[config.mk]
export PLATFORM = sky130hd
export DESIGN_NAME = pll_lock_supervisor
export DESIGN_NICKNAME = d
export VERILOG_FILES = /design/src/rtl/pll_sup_pkg.sv /design/src/rtl/pll_lock_supervisor_lock_sync.sv /design/src/rtl/pll_lock_supervisor.sv
export SDC_FILE = /design/constraint.sdc
export NUM_CORES = 1
export LEC_CHECK = 0
export CAP_MARGIN = 40
export CORE_MARGIN = 5
export CORE_UTILIZATION = 53
export DETAILED_ROUTE_END_ITERATION = 8
export PLACE_DENSITY = 0.85
export RECOVER_POWER = 50
export SETUP_SLACK_MARGIN = 0.4
export SYNTH_ARGS = -nofsm -noshare
export SYNTH_HDL_FRONTEND = slang
export SYNTH_HIERARCHICAL = 1
export SYNTH_SLANG_ARGS = --single-unit
[constraint.sdc]
create_clock -name clk -period 1.8 [get_ports clk]
set_input_delay 0.36 -clock clk [delete_from_list [all_inputs] [get_ports clk]]
set_output_delay 0.36 -clock clk [all_outputs]
set_load 0.02 [all_outputs]
[src/rtl/pll_sup_pkg.sv]
// -----------------------------------------------------------------------------
// pll_sup_pkg
// Shared types and default parameter values for the PLL lock supervisor.
//   pll_state_e : supervisor FSM state, also exported on state_dbg
//   *_DEF       : default values for the supervisor parameters
// -----------------------------------------------------------------------------
package pll_sup_pkg;

    typedef enum logic [1:0] {
        WAIT_LOCK = 2'd0,
        HOLD      = 2'd1,
        RUN       = 2'd2,
        LOST      = 2'd3
    } pll_state_e;

    localparam int SYNC_STAGES_DEF = 2;
    localparam int LOCK_HOLD_DEF   = 1024;
    localparam int HB_DIV_BITS_DEF = 25;
    localparam int LOSS_CNT_W_DEF  = 8;

endpackage

[src/rtl/pll_lock_supervisor_lock_sync.sv]
// -----------------------------------------------------------------------------
// lock_sync
// SYNC_STAGES-deep single-bit synchronizer, async active-low reset to 0.
// Ports:
//   clk     in   destination clock
//   resetn  in   asynchronous active-low reset
//   d       in   asynchronous input
//   q       out  synchronized output (last flop of the chain)
// -----------------------------------------------------------------------------
module lock_sync
    import pll_sup_pkg::*;
#(
    parameter int SYNC_STAGES = SYNC_STAGES_DEF
) (
    input  logic clk,
    input  logic resetn,
    input  logic d,
    output logic q
);

    logic [SYNC_STAGES-1:0] sync_q;

    always_ff @(posedge clk or negedge resetn) begin
        if (!resetn) begin
            sync_q <= '0;
        end else begin
            sync_q <= {sync_q[SYNC_STAGES-2:0], d};
        end
    end

    assign q = sync_q[SYNC_STAGES-1];

endmodule

[src/rtl/pll_lock_supervisor.sv]
// -----------------------------------------------------------------------------
// pll_lock_supervisor
// Watches the PLL LOCK flag and holds the fabric in reset until lock has been
// stable for LOCK_HOLD cycles. Also drives a heartbeat LED and counts lock
// losses seen while running.
// Optional build macro: PLL_SUP_FAULT_BLINK_EN -- after any lock loss in RUN,
// the LED blinks fast while waiting for / holding lock again.
// Ports:
//   clk         in   PLL output clock, sole clock
//   resetn      in   asynchronous active-low reset
//   pll_lock    in   PLL LOCK flag, asynchronous to clk
//   sys_rst_n   out  fabric reset, active-low, synchronous deassert
//   led         out  heartbeat LED
//   loss_count  out  saturating count of RUN-state lock losses
//   state_dbg   out  current FSM state encoding
// -----------------------------------------------------------------------------
module pll_lock_supervisor
    import pll_sup_pkg::*;
#(
    parameter int SYNC_STAGES = SYNC_STAGES_DEF,
    parameter int LOCK_HOLD   = LOCK_HOLD_DEF,
    parameter int HB_DIV_BITS = HB_DIV_BITS_DEF,
    parameter int LOSS_CNT_W  = LOSS_CNT_W_DEF
) (
    input  logic                  clk,
    input  logic                  resetn,
    input  logic                  pll_lock,
    output logic                  sys_rst_n,
    output logic                  led,
    output logic [LOSS_CNT_W-1:0] loss_count,
    output logic [1:0]            state_dbg
);

    localparam int HOLD_W = (LOCK_HOLD > 1) ? $clog2(LOCK_HOLD) : 1;
    localparam logic [HOLD_W-1:0] HOLD_TERM = HOLD_W'(LOCK_HOLD - 1);

    logic                   lock_s;
    pll_state_e             state;
    logic [HOLD_W-1:0]      hold_cnt;
    logic [HB_DIV_BITS-1:0] hb_cnt;

    lock_sync #(
        .SYNC_STAGES (SYNC_STAGES)
    ) u_lock_sync (
        .clk    (clk),
        .resetn (resetn),
        .d      (pll_lock),
        .q      (lock_s)
    );

    // sys_rst_n and the heartbeat are updated in the same branch that picks
    // the next state, so both change on exactly the edge the state does.
    // The heartbeat only counts while staying in RUN and is zeroed on any
    // exit, so the LED is dark whenever the fabric is held in reset.
    always_ff @(posedge clk or negedge resetn) begin
        if (!resetn) begin
            state      <= WAIT_LOCK;
            hold_cnt   <= '0;
            sys_rst_n  <= 1'b0;
            loss_count <= '0;
            hb_cnt     <= '0;
        end else begin
            case (state)
                WAIT_LOCK: begin
                    if (lock_s) begin
                        state    <= HOLD;
                        hold_cnt <= '0;
                    end
                end
                HOLD: begin
                    // a captured glitch restarts the whole hold time
                    if (!lock_s) begin
                        state    <= WAIT_LOCK;
                        hold_cnt <= '0;
                    end else if (hold_cnt == HOLD_TERM) begin
                        state     <= RUN;
                        sys_rst_n <= 1'b1;
                    end else begin
                        hold_cnt <= hold_cnt + 1'b1;
                    end
                end
                RUN: begin
                    if (!lock_s) begin
                        state     <= LOST;
                        sys_rst_n <= 1'b0;
                        hb_cnt    <= '0;
                        if (loss_count != '1) begin
                            loss_count <= loss_count + 1'b1;
                        end
                    end else begin
                        hb_cnt <= hb_cnt + 1'b1;
                    end
                end
                LOST: begin
                    // extra cycle guarantees a reset pulse of at least two cycles
                    state <= WAIT_LOCK;
                end
                default: begin
                    state     <= WAIT_LOCK;
                    sys_rst_n <= 1'b0;
                    hb_cnt    <= '0;
                end
            endcase
        end
    end

    assign state_dbg = state;

`ifdef PLL_SUP_FAULT_BLINK_EN
    logic                   fault;
    logic [HB_DIV_BITS-1:0] fast_cnt;

    always_ff @(posedge clk or negedge resetn) begin
        if (!resetn) begin
            fault    <= 1'b0;
            fast_cnt <= '0;
        end else begin
            fast_cnt <= fast_cnt + 1'b1;
            if (state == RUN && !lock_s) begin
                fault <= 1'b1;
            end
        end
    end

    assign led = (fault && (state == WAIT_LOCK || state == HOLD))
                 ? fast_cnt[HB_DIV_BITS-4]
                 : hb_cnt[HB_DIV_BITS-1];
`else
    assign led = hb_cnt[HB_DIV_BITS-1];
`endif

endmodule
After elaboration in Yosys (flattened, before gate mapping)
Index checks and enable logic that the tools add are counted.
Storage, ports and cells
  bits in registers: 48
  output and inout bits: 12
  word-level logic and storage cells: 42
Operators by class
  mux-type cells: 14
  reductions and logical operators: 7
  eq/ne operators: 11
  bitwise operators: 1
  add/sub/neg operators: 3
Operators with widths (number)
  two-way mux 10 bit: 3
  adder 25 x 1 -> 25 bit (second input constant): 1
  two-way mux 25 bit: 1
  one-hot mux 10 bit (2 select lines): 1
  adder 10 x 1 -> 10 bit (second input constant): 1
  equality test 10 bit (second input constant): 1
  AND reduction 3 bit: 3
  adder 8 x 1 -> 8 bit (second input constant): 1
  two-way mux 2 bit: 4
  inequality test 8 bit (second input constant): 1
  one-hot mux 2 bit (4 select lines): 1
  inequality test 3 bit (second input constant): 2
  equality test 2 bit (second input constant): 2
  inequality test 2 x 1 -> 1 bit (second input constant): 2
  inequality test 2 bit (second input constant): 2
  AND reduction 4 bit: 1
  nonzero test 2 bit: 2
  two-way mux 1 bit: 3
  equality test 2 x 1 -> 1 bit (second input constant): 1
  zero test 2 bit: 1
  one-hot mux 1 bit (2 select lines): 1
  inverter 1 bit: 1

Longest topological paths before layout
  depth in word-level cells: 4
  depth in mapped cells: 7
  mapped depth without buffers: 5

Cells and area by module
Netlist, hierarchy kept.
By module, submodules not included
  pll_lock_supervisor: times used 1, cells each 277, area an instance 2526.2 sq um
  lock_sync: times used 1, cells each 2, area an instance 50.0 sq um

Least setup slack after synthesis
OpenSTA, ideal clock, no wires.
  path kind: flip-flop to flip-flop
  from: register state[0], in the netlist state_dbg[0]
  to: register hb_cnt[23]
  stages on the path, launching flop included: 6
  arrival: 1.877 ns
  slack: -0.155 ns
  path through: dfrtp_1 buf_6 nand2b_4 or4_4 or4_1 a21oi_1
On the way
  cells in the longest elaborated chain, start to end: 1
Ends and longest elaborated chain
  start, declared: line pll_lock_supervisor.sv:38  | pll_state_e state;
  start signal, assigned: line pll_lock_supervisor.sv:57  | state <= WAIT_LOCK;
  start signal, assigned: line pll_lock_supervisor.sv:66  | state <= HOLD;
  start signal, assigned: line pll_lock_supervisor.sv:73  | state <= WAIT_LOCK;
  equality test 2 bit: line pll_lock_supervisor.sv:63  | case (state)
  end signal, assigned: line pll_lock_supervisor.sv:91  | hb_cnt <= hb_cnt + 1'b1;
  end, declared: line pll_lock_supervisor.sv:40  | logic [HB_DIV_BITS-1:0] hb_cnt;
Every way passes these cells.
A chain may end at the register's enable or synchronous reset.

Worst setup path after layout
  from: register hb_cnt[15]
  to: register hb_cnt[23]
On the way
  cells in the longest elaborated chain, start to end: 2
Ends and longest elaborated chain
  adder 25 x 1 -> 25 bit: line pll_lock_supervisor.sv:91
  two-way mux 25 bit: line pll_lock_supervisor.sv:83  | if (!lock_s) begin
Every way passes these cells.

==> flow_summary.ini <==
[synth]
synth_edf_count = 0
synth_area_mm2 = 0.00258
yosysSeqAreaShare = 0.466
synthArstFlopShare = 1.00
synth_ff_type = dfrtp_1
synth_cell_types = 47
synth_top_cell_by_area = dfrtp_1
synth_area_per_cell_um2 = 9.23
yosys.area.top_type_share = 0.466
postSynthCellCount = 279
synth_seq_cells = 48
ys_warn_count = 6
synth_nets = 285
yosys-top-cells-area = dfrtp_1 (47%), o21ai_0 (5.2%), nand3_1 (4.9%)

[floorplan]
fp.dieW_um = 79.7
die_h_um = 79.7
die_area_mm2 = 0.00636
row_count = 25
ioPinCount = 15
coreArea_mm2 = 0.00472
start_util = 0.545

[setup_path]
start_kind = register
critPathKind = register to register
cpMostUsedCell = or4_4
crit_path_end_kind = register
cp_top_family = simple AND/OR/NAND/NOR gates
path_max_fanout = 4
critPathSlowestCell = or4_4
worstPathRequired_ps = 2060
slowest_delay_ps = 530
crit_buf_inv = 0
cp_cell_sequence = nand3_1 -> or4_4 -> or4_4 -> a21oi_1
cp.arrival_ps = 1960

[detailed_routing]
detail_route.iter0.violations = 349
drc = 0
ant_nets = 0
num_vias = 2779
vias_per_cell = 6.48
routed_wl_um = 9340
drt_pass1_iterations = 5
routedWlPerCell_um = 21.8

[timing]
slew-limit-headroom = 0.497
grt_setup_unrepaired = true
period_share = 0.946
drv_slew = 0
min_period_ps = 1700
worst_pin_slew_ps = 755
max_freq_mhz = 587
setup_ws_ps = 96.4
fin_skew_ps = 8.50
hold_violations = 0
setup_tns_ps = 0
setup_viol = 0
timing.hold.ws_ps = 355

[layout]
nFillCells = 237
drive_above_1_share = 0.483
multi_input_area_mm2 = 0.00168
mostFrequentLayoutCells = buf_4 (56), dfrtp_1 (30), nand2_1 (24)
mostFrequentLayoutCell = buf_4
area_delta_synth_final_pct = 49.1
antenna_cells_inserted = 0
seq_area_mm2 = 0.00122
fin_nets = 367

[placement]
hpwl_um = 4210
place_ws_ps = 98.5
gp_congestion = 0.854
portBuffers = 14

[clocking]
clockBufferDepth = 2
cts_buffers = 5
cts_root_buf = clkbuf_8
path_clk_slew_ps = 90
htreeDepth = 2
cts_tree = yes
clk_latency_ps = 320
clock_sinks = 48

[global_routing]
antenna_found_initial = 0
grt_max_degree = 29
grt_pass1_vias = 2556
grt_use_total = 0.258
overflow = 0
grt_pass1_wl_um = 12500

[hold_path]
min_path_type = register to register

[run_status]
status = finished, final reports clean

[power_and_ir_drop]
power_density_mw_per_mm2 = 503
peakVddDrop_v = 0.000508
leakage_nw = 1.73

[job]
max-cap-violations = 0
-- cell type report --
class | instances | area share
Clock buffer | 7 | 0.0225
Clock inverter | 1 | 0.00196
Inverter | 5 | 0.00489
Multi-Input combinational cell | 212 | 0.437
Sequential cell | 48 | 0.319
Tap cell | 67 | 0.0218
Timing Repair Buffer | 89 | 0.193
-- registers in the layout, indices dropped and copies added (netlist names), named ones only --
name	count
hold_cnt	10
loss_count	8
sys_rst_n	1
hb_cnt	25
u_lock_sync/sync_q	2
state_dbg	1
-- stage by stage --
step / cell area [um2] / cells / util / power [mW]
floorplan: 2660 / 279 / - / 1.15
global placement: 2950 / 365 / 0.624 / 1.19
detailed placement: 2950 / 365 / 0.624 / 1.19
CTS: 3460 / 401 / 0.732 / 1.89
global route: 3840 / 429 / 0.813 / 2.00
finish: 3840 / 429 / 0.813 / 1.93
-- report_power, final --
group | switching, mW | total, mW | internal, mW
Combinational | 0.0688 | 0.118 | 0.0495
Clock | 0.402 | 0.715 | 0.313
Sequential | 0.0108 | 1.10 | 1.09
-- synthesized netlist by cell type (2+ instances only) --
master	number
nand3_1	25
xor2_1	7
and3_1	5
a22o_1	2
clkbuf_1	8
xnor2_1	2
and4_2	2
nor4_1	3
a21oi_1	18
or3_1	8
and4_1	3
buf_2	2
nor2_1	14
nor3_1	11
o31ai_1	7
inv_1	5
a31o_2	2
o21ai_0	27
mux2i_1	8
nor2b_1	2
ha_1	3
a41oi_1	3
nand2_1	28
or4_1	5
nand4_1	10
dfrtp_1	48
-- cell families (layout without fill, tap and decap cells) --
family / Yosys count / after routing / synth area share
muxes: 9 / 9 / 0.0355
buffers and inverters: 19 / 102 / 0.0369
AOI/OAI and AO/OA: 65 / 65 / 0.149
DFF: 48 / 48 / 0.466
adders and majority gates: 3 / 3 / 0.0146
xor gates and xnor gates: 9 / 9 / 0.0306
and+or+nand+nor: 126 / 126 / 0.267
-- what timing repair did --
item / CTS / global route
gates resized for setup: 81 / 74
pin swaps: 18 / 29
endpoints found under the hold margin: 9 / 0
buffers inserted: 27 / 28
hold buffers: 1 / 0
setup endpoints to repair: 49 / 54
-- per-layer routing --
metal / global-route usage / wire length, um
met5: 0 / 0
met4: 0.160 / 450
met3: 0.0722 / 652
met2: 0.427 / 4790
met1: 0.293 / 3440
-- worst paths after layout --
check	from	end	slack (ps)	cells after the start
min in group asynchronous	resetn	u_lock_sync/sync_q[0]	620	2
worst max-delay path	hb_cnt[15]	hb_cnt[23]	100	4
worst min-delay path	u_lock_sync/sync_q[0]	u_lock_sync/sync_q[1]	350	0
max in group asynchronous	resetn	hold_cnt[8]	290	3
worst max register to register	hb_cnt[15]	hb_cnt[23]	100	4
worst min register to register	u_lock_sync/sync_q[0]	u_lock_sync/sync_q[1]	350	0
No activity file was read; power rests on OpenSTA's default activity.
